==> src/rtl/upper_arb_ctrl.sv <==
// ---------------------------------------------------------------------------
// upper_arb_ctrl
// Two-requester round-robin arbiter feeding one shared lower->upper case
// converter and a single-entry output register with a valid/ready handshake.
// A counter tracks how many upper-cased bytes were delivered downstream.
//
// Ports:
//   clk, rst_n              clock, asynchronous active-low reset
//   req0_valid/data/ready   requester 0 byte stream
//   req1_valid/data/ready   requester 1 byte stream
//   out_valid/data/src/     result register: converted byte, source index,
//   out_changed             and whether a letter was upper-cased
//   out_ready               downstream accept
//   clr_count               synchronous clear of conv_count
//   conv_count              saturating count of delivered upper-cased bytes
// ---------------------------------------------------------------------------
module upper_arb_ctrl #(
  parameter int CNT_W = 16
) (
  input  logic             clk,
  input  logic             rst_n,
  input  logic             req0_valid,
  input  logic [7:0]       req0_data,
  output logic             req0_ready,
  input  logic             req1_valid,
  input  logic [7:0]       req1_data,
  output logic             req1_ready,
  output logic             out_valid,
  output logic [7:0]       out_data,
  output logic             out_src,
  output logic             out_changed,
  input  logic             out_ready,
  input  logic             clr_count,
  output logic [CNT_W-1:0] conv_count
);

  typedef enum logic {
    ST_EMPTY = 1'b0,
    ST_FULL  = 1'b1
  } state_t;

  localparam logic [CNT_W-1:0] CNT_MAX = {CNT_W{1'b1}};

  state_t           r_state;
  logic [7:0]       r_data;
  logic             r_src;
  logic             r_changed;
  logic             r_last;     // index of the most recently granted requester
  logic [CNT_W-1:0] r_count;

  logic       w_slot_free;
  logic       w_out_hs;
  logic       w_gnt0;
  logic       w_gnt1;
  logic       w_rdy0;
  logic       w_rdy1;
  logic       w_accept;
  logic [7:0] w_sel_data;
  logic       w_is_lower;
  logic [7:0] w_conv_data;

  assign w_out_hs    = (r_state == ST_FULL) && out_ready;
  assign w_slot_free = (r_state == ST_EMPTY) || out_ready;

  // Under contention req0 wins only if req1 was granted last; w_gnt1 is the
  // complement whenever req1 is valid, so the grants are mutually exclusive.
  assign w_gnt0 = req0_valid && (!req1_valid || r_last);
  assign w_gnt1 = req1_valid && !w_gnt0;

  // rst_n gating keeps both readies low while reset is held even though the
  // empty register would otherwise report a free slot.
  assign w_rdy0   = w_gnt0 && w_slot_free && rst_n;
  assign w_rdy1   = w_gnt1 && w_slot_free && rst_n;
  assign w_accept = w_rdy0 || w_rdy1;

  // Single shared conversion path on the granted byte.
  assign w_sel_data  = w_gnt1 ? req1_data : req0_data;
  assign w_is_lower  = (w_sel_data >= 8'h61) && (w_sel_data <= 8'h7A);
  assign w_conv_data = w_sel_data & ~{2'b00, w_is_lower, 5'b00000};

  always_ff @(posedge clk or negedge rst_n) begin
    if (!rst_n) begin
      r_state   <= ST_EMPTY;
      r_data    <= 8'h00;
      r_src     <= 1'b0;
      r_changed <= 1'b0;
      r_last    <= 1'b1;
      r_count   <= '0;
    end else begin
      case (r_state)
        ST_EMPTY: begin
          if (w_accept) begin
            r_state   <= ST_FULL;
            r_data    <= w_conv_data;
            r_src     <= w_gnt1;
            r_changed <= w_is_lower;
            r_last    <= w_gnt1;
          end
        end
        ST_FULL: begin
          // A new accept implies out_ready here, so reload without a bubble.
          if (w_accept) begin
            r_data    <= w_conv_data;
            r_src     <= w_gnt1;
            r_changed <= w_is_lower;
            r_last    <= w_gnt1;
          end else if (out_ready) begin
            r_state <= ST_EMPTY;
          end
        end
        default: r_state <= ST_EMPTY;
      endcase

      if (clr_count) begin
        r_count <= '0;
      end else if (w_out_hs && r_changed && (r_count != CNT_MAX)) begin
        r_count <= r_count + 1'b1;
      end
    end
  end

  assign req0_ready  = w_rdy0;
  assign req1_ready  = w_rdy1;
  assign out_valid   = (r_state == ST_FULL);
  assign out_data    = r_data;
  assign out_src     = r_src;
  assign out_changed = r_changed;
  assign conv_count  = r_count;

endmodule

==> config.mk <==
export PLATFORM = sky130hd
export DESIGN_NAME = upper_arb_ctrl
export DESIGN_NICKNAME = d
export VERILOG_FILES = /design/src/rtl/upper_arb_ctrl.sv
export SDC_FILE = /design/constraint.sdc
export NUM_CORES = 1
export LEC_CHECK = 0
export ABC_AREA = 0
export CAP_MARGIN = 25
export CORE_MARGIN = 4
export CORE_UTILIZATION = 45
export DETAILED_ROUTE_END_ITERATION = 16
export PLACE_DENSITY = 0.84
export SLEW_MARGIN = 25
export SYNTH_ARGS = -nofsm -noshare
export SYNTH_HDL_FRONTEND = slang
export SYNTH_SLANG_ARGS = --single-unit
==> constraint.sdc <==
create_clock -name clk -period 2.41 [get_ports clk]
set_clock_uncertainty 0.1 [all_clocks]
set_input_delay 0.241 -clock clk [delete_from_list [all_inputs] [get_ports clk]]
set_output_delay 0.241 -clock clk [all_outputs]
set_load 0.01 [all_outputs]
* Word level (Yosys, flattened, before mapping)
Cells that the tools add are included.
** Word-level totals
- Register bits :: 28
- Input port bits :: 22
- Output and inout bits :: 29
- Word-level logic and storage cells :: 39
** Operators by class
- $add $sub $neg :: 1
- $lt $le $gt $ge :: 2
- Equal/unequal tests :: 1
- Mux-type cells :: 10
- Bitwise gates (word level) :: 3
- Reductions and logical operators :: 16
** Operators with widths (number)
- $mux 16 :: 2
- $add 16x1->16 const B :: 1
- $mux 8 :: 2
- $ne 16x16->1 const B :: 1
- $logic_and 1x1->1 :: 10
- $and 8x8->8 :: 1
- $ge 8x7->1 const B :: 1
- $le 8x7->1 const B :: 1
- $not 6->8 :: 1
- $mux 1 :: 5
- $logic_or 1x1->1 :: 3
- $logic_not 1->1 :: 2
- $pmux 1 s2 :: 1
- $reduce_bool 2->1 :: 1
- $not 1->1 :: 1

* Logic depth before layout (Yosys ltp)
Gate-level depths: netlist of run 1.
- Depth after elaboration :: 11
- Depth in mapped cells :: 7
- Depth with buffers taken out :: 5

* Worst setup path before layout of run 1
OpenSTA, ideal clock, no wires.
- Path type :: flip-flop to flip-flop
- Start point :: reg r_count[0], in the netlist conv_count[0]
- End point :: reg r_count[7], in the netlist conv_count[7]
- Setup time :: 0.078 ns
- Arrival time :: 1.642 ns
- Path slack :: 0.590 ns
- Stages on the path, launching flop included :: 7
- Clock period less this slack :: 1.820 ns
- Cells stage by stage :: dfrtp_1 > ha_1 > nand3_1 > nor4_1 > clkbuf_2 > or4_2 > a21oi_1
** Between the ends
- Word-level cells in the longest chain between the ends :: 3
** RTL lines
- from (decl) :: line 49 : logic [CNT_W-1:0] r_count;
- from (signal assigned) :: line 117 : r_count <= r_count + 1'b1;
- $add 16x1->16 / $ne 16x16->1 (equally long branches) :: line 117, 116
- $mux 16 / $logic_and 1x1->1 (equally long branches) :: line 116 : end else if (w_out_hs && r_changed && (r_count != CNT_MAX)) begin
- $mux 16 / $reduce_bool 2->1 (equally long branches)
Several ways; a longest one is shown, not always the timed one. The select of a mux whose other input is x is not followed.
A chain may end at the register's enable or synchronous reset.

* Worst setup path in the final report of run 1
- Start point :: in out_ready
- End point :: out req0_ready
** Between the ends
- Word-level cells in the longest chain between the ends :: 3
** RTL lines
- from (decl) :: line 32 : input logic out_ready,
- $logic_or 1x1->1 :: line 63 : assign w_slot_free = (r_state == ST_EMPTY) || out_ready;
- $logic_and 1x1->1 (2 in series) :: line 72 : assign w_rdy0 = w_gnt0 && w_slot_free && rst_n;
- to (decl) :: line 24 : output logic req0_ready,
No other way between the ends.

==> impl_metrics.tcl, run 1 <==
set metrics [dict create \
    peakVddDrop_uv 273 \
    rows 20 \
    async_flop_share_pct 100 \
    cp-start-kind "input pin" \
    syn_to_final_growth_pct 38.0 \
    crit_type "input pin to output pin" \
    rsz0062_at_grt "no" \
    floorplan.die.width_um 66.3 \
    die-height_um 66.3 \
    path_max_fanout 5 \
    clock-sinks 28 \
    place_congestion 0.818 \
    cts-root-buf "clkbuf_4" \
    timing.fmax_mhz 459 \
    synth.yosys.seq_area_share_pct 45.8 \
    dieArea_mm2 0.00440 \
    ios 51 \
    path_clk_slew_ns 0.15 \
    grt_pass1_wl_um 6560 \
    pre_cts_ws_ns 0.263 \
    yosys_most_used_dff "dfrtp_1" \
    cellLeakagePower_nw 0.819 \
    synth_area_leaders "dfrtp_1 44%, a21oi_1 6.2%, o31ai_1 4.9%" \
    clock_latency_ns 0.33 \
    fin_nets 239 \
    period_needed_ns 2.18 \
    drv_slew 0 \
    min_path_type "input pin to asynchronous set/reset pin" \
    stdcell_area_mm2 0.00211 \
    hold_buffers 0 \
    relSlewSlack_pct 60.8 \
    synth_nets 187 \
    htreeDepth 1 \
    vias 1539 \
    place_hpwl_um 2950 \
    fin_ws_ns 0.230 \
    drc 0 \
    dpl_cell_area_mm2 0.00209 \
    clk_path_buf_depth 2 \
    wl_per_cell_um 15.0 \
    core-area_mm2 0.00315 \
    drv_cap 0 \
    synth_top_area_share_pct 44.1 \
    ys_warn_count 0 \
    post_cts_buffers 0 \
    nFillCells 255 \
    drive_gt1_share_pct 7.91 \
    p_per_area_mw_per_mm2 466 \
    cp.required_ns 2.07 \
    initial_core_util_pct 48.6 \
    syn_inst 164 \
    via_per_inst 5.94 \
    gr-total-overflow 0 \
    grt_max_degree 30 \
    post_cts_resized 0 \
    cts_tree "done" \
    synth-edff-count 0 \
    fin_tns_setup_ns 0 \
    finalHoldViolCount 0 \
    ant_nets 0 \
    syn_area_mm2 0.00153 \
    antenna_found_initial 0 \
    synth_area_leader_cell "dfrtp_1" \
    cts_buffers 3 \
    track_usage_pct 19.0 \
    dr.pass1.iters 5 \
    worstSetupEndpointType "output pin" \
    io_buffers 50 \
    yosys.cell_types.count 42 \
    finalCritPeriodShare_pct 90.5 \
    reg2reg_slack_ns 0.43 \
    worstMarginPinSlew_ns 0.587 \
    setup_viol 0 \
    finalWirelength_um 3890 \
    drt-initial-drc-count 99 \
    n_antenna_cell 0 \
    yosys_register_bits 28 \
    postSynthAreaPerCell_um2 9.34 \
    grt_pass1_vias 1478 \
    critical_path_arrival_ns 1.84 \
    outcome "finished clean" \
]
[worst paths after layout]
| check | start | endpoint | depth (start not counted) |
|---|---|---|---|
| max in group asynchronous | rst_n | r_last | 2 |
| max reg2reg | conv_count[0] | conv_count[7] | 6 |
| max | out_ready | req0_ready | 5 |
| min reg2reg | out_data[2] | out_data[2] | 2 |
| min | rst_n | out_data[6] | 2 |
| min in group clk | out_data[2] | out_data[2] | 2 |
[critical path, cell delays in order]
cell	delay, ns
clkdlybuf4s50_1	0.51
nand2b_1	0.21
nand3_1	0.13
nor2b_1	0.18
clkdlybuf4s50_1	0.58
[per-layer routing]
layer | track usage (%) | wire, µm
met2 | 34.4 | 1920
met1 | 22.9 | 1640
met5 | 0 | 0
met3 | 3.40 | 284
met4 | 5.08 | 42
[stage by stage]
stage | cells | hold slack, ns | power (mW) | utilization, %
floorplan | 164 | -0.155 | 0.639 | -
detailed placement | 255 | 0.378 | 0.791 | 66.2
global placement | 255 | 0.366 | 0.785 | 66.2
CTS | 259 | 0.302 | 0.992 | 67.0
finish | 259 | 0.291 | 0.984 | 67.0
global route | 259 | 0.339 | 1.04 | 67.0
[cells in the final DEF, fill, tap and decap left out, drive strengths merged, types with 3 or more instances in the layout]
cell,n
a21oi,19
and3,3
and4,3
buf,5
clkbuf,4
clkdlybuf4s50,50
dfrtp,27
inv,3
mux2i,7
nand2,15
nand3,8
nand4,5
nor2,6
o21ai,14
o31ai,10
or3,5
or4,11
[logic make-up after synthesis]
family / Yosys count / synth area share [%]
AND/OR/NAND/NOR: 65 / 24.8
buffers and inverters: 11 / 3.59
flip-flops: 28 / 45.8
AO/OA/AOI/OAI: 51 / 19.7
multiplexers: 8 / 5.31
adder cells (fa/ha/maj): 1 / 0.817
[sequential cells by signal (all words and copies together) (netlist names)]
| signal | cells |
|---|---|
| r_last | 1 |
| out_data | 8 |
| out_valid | 1 |
| out_src | 1 |
| out_changed | 1 |
| conv_count | 16 |
[Yosys cell counts (2+ instances only)]
master / count
nor2_1: 6
or3_1: 3
or3_2: 2
nand3_1: 8
nand4_1: 4
nand2b_1: 2
nand2_1: 15
and3_1: 2
a21oi_1: 19
o31ai_1: 10
and4_1: 2
o211ai_1: 2
or4_1: 10
o21ai_0: 14
inv_1: 3
dfrtp_1: 27
mux2i_1: 7
clkbuf_1: 3
nor3_1: 2
[cell type report]
class                           instances  area [µm²]  share of cell area, %
Clock buffer                            4        26.3                   1.24
Sequential cell                        28         702                   33.2
Multi-Input combinational cell        125         781                   36.9
Timing Repair Buffer                   55         538                   25.5
Inverter                                3        11.3                  0.533
Tap cell                               44        55.1                   2.61
[where the power goes]
part | switching (mW) | leakage [nW] | internal, mW
Sequential | 0.0285 | 0.369 | 0.513
Combinational | 0.106 | 0.434 | 0.136
Clock | 0.137 | 0.0150 | 0.0651
Total | 0.271 | 0.819 | 0.714
Note: power is estimated with default switching activity, not from simulation.
==> run 2: changes to the inputs <==
==> constraint.sdc (replaced) <==
create_clock -name clk -period 2.41 [get_ports clk]
set_clock_uncertainty 0.1 [all_clocks]
set_input_delay 0.482 -clock clk [delete_from_list [all_inputs] [get_ports clk]]
set_output_delay 0.482 -clock clk [all_outputs]
set_load 0.01 [all_outputs]
==> run 2 against run 1 <==
Compared with the run above:
- clock power fell by 3%
- cell area rose by 1.3%
- critical path depth did not move
- count of clock-buffer cells in the layout did not move
- register-to-register slack barely moved
- via count rose by 0.45%
- global-route usage rose by 0.82 points
- die area did not move
- wire length rose by 4.9%
- non-clock buffer count rose by 3
- fmax fell by 5.4%
- largest cell class unchanged
- critical path type unchanged
==> impl_metrics.tcl, run 2 (synthesized netlist as in run 1, its figures left out) <==
set metrics [dict create \
    worstMarginPinSlew_ns 0.605 \
    dr.pass1.iters 4 \
    critPathCapture "req0_ready" \
    syn_to_final_growth_pct 39.8 \
    ff2ff_path_depth 4 \
    rsz0062_at_grt "no" \
    place_congestion 0.783 \
    cp_top_family "buffers and inverters" \
    grt_util_met1_pct 24.4 \
    wl_per_cell_um 15.6 \
    track_usage_pct 19.8 \
    io_buffers 50 \
    worstSetupEndpointType "output pin" \
    rows 20 \
    cts_tree "done" \
    reg2reg_slack_ns 0.44 \
    clock_latency_ns 0.32 \
    max_stage_delay_ns 0.52 \
    cts_buffers 3 \
    clk_path_buf_depth 2 \
    period_needed_ns 2.30 \
    clock-sinks 28 \
    path_max_fanout 5 \
    n_antenna_cell 0 \
    drv_slew 0 \
    floorplan.die.width_um 66.3 \
    cellLeakagePower_nw 0.847 \
    core-area_mm2 0.00315 \
    finalHoldViolCount 0 \
    cp_slowest_cell "clkdlybuf4s50_1" \
    drive_gt1_share_pct 9.63 \
    peakVddDrop_uv 287 \
    largest_reg_flops 16 \
    path_clk_slew_ns 0.14 \
    critPathLaunch "out_ready" \
    grt_pass1_vias 1594 \
    setup_viol 0 \
    relSlewSlack_pct 59.6 \
    nFillCells 289 \
    gr-total-overflow 0 \
    reg2reg_from "conv_count[3]" \
    gr-max-usage-layer "met2" \
    ios 51 \
    drc 0 \
    reg2reg_to "conv_count[14]" \
    min_path_type "input pin to asynchronous set/reset pin" \
    layout_common_cells "48 x clkdlybuf4s50_1, 27 x dfrtp_1, 19 x a21oi_1" \
    cts-root-buf "clkbuf_4" \
    grt_pass1_wl_um 6910 \
    htreeDepth 1 \
    crit_cells 5 \
    worstPathCellList "clkdlybuf4s50_1 -> nand2b_4 -> nand3_1 -> nor2b_1 -> dlygate4sd2_1" \
    finalWirelength_um 4080 \
    drv_cap 0 \
    cp.required_ns 1.83 \
    drt-initial-drc-count 65 \
    cp-start-kind "input pin" \
    outcome "finished clean" \
    grt_max_degree 30 \
    dieArea_mm2 0.00440 \
    crit_buf_inv 2 \
    met2_usage_pct 34.6 \
    finalCritPeriodShare_pct 95.6 \
    vias 1546 \
    fin_util_pct 67.9 \
    layout.cells.most_common "clkdlybuf4s50_1" \
    p_per_area_mw_per_mm2 460 \
    ant_nets 0 \
    antenna_found_initial 0 \
    hold_buffers 0 \
    via_per_inst 5.90 \
    critical_path_arrival_ns 1.72 \
    timing.fmax_mhz 434 \
    use_met3_pct 3.23 \
    initial_core_util_pct 48.6 \
    place_hpwl_um 3170 \
    die-height_um 66.3 \
    fin_tns_setup_ns 0 \
    fin_nets 242 \
    crit_type "input pin to output pin" \
]
[run 2: cell types whose count changed in the layout (fill, tap and decap cells not counted)]
cell / previous run / this run
buf_4: 5 / 8
clkdlybuf4s50_1: 50 / 48
dlygate4sd2_1: 0 / 2
nand2b_1: 2 / 1
nand2b_4: 0 / 1
[run 2: repair_timing]
action / in CTS / in global routing
setup buffers: 0 / 0
hold endpoints to repair: 0 / 0
resized for setup: 3 / 0
endpoints found under the setup margin: 2 / 0
[run 2: worst min path at each step]
stage,end,depth (start not counted)
finish,out_data[7],2
global placement,out_data[1],2
floorplan,conv_count[0],0
CTS,out_data[7],2
detailed placement,out_data[0],2
global route,out_data[7],2
[run 2: final cells by class]
type | instances | area, µm² | area share (%)
clock buffer | 4 | 26.3 | 1.23
multi-input combinational | 125 | 788 | 36.8
inverter | 3 | 11.3 | 0.526
sequential | 28 | 702 | 32.8
timing repair buffer | 58 | 558 | 26.1
tap | 44 | 55.1 | 2.57
[run 2: per-layer routing]
layer	share of wire [%]	vias to the layer above
met5	0	-
met4	1.7	0
met3	5.5	10
met2	50	59
met1	43	740
li1	-	737
[run 2: stage by stage]
stage	std cells	hold WS (ns)	area (µm²)	worst slack (ns)	power, mW
detailed placement	258	0.374	2110	-0.229	0.796
global placement	258	0.365	2110	-0.174	0.787
global route	262	0.416	2140	0.0160	1.04
floorplan	164	0.0864	1530	0.590	0.639
CTS	262	0.396	2140	0.100	0.992
finish	262	0.405	2140	0.106	0.985
[run 2: report_power, final]
part | switching, mW | internal (mW) | leakage, nW | total [mW]
Combinational | 0.109 | 0.137 | 0.463 | 0.246
Sequential | 0.0296 | 0.513 | 0.369 | 0.543
Clock | 0.132 | 0.0647 | 0.0150 | 0.196
Total | 0.270 | 0.715 | 0.847 | 0.985
[run 2: worst reg2reg max path: cells and delay by family (launching register included)]
| family | cells | cell delay [ns] |
|---|---|---|
| AO/OA/AOI/OAI | 1 | 0.18 |
| flip-flops | 1 | 0.50 |
| AND/OR/NAND/NOR | 3 | 1.12 |
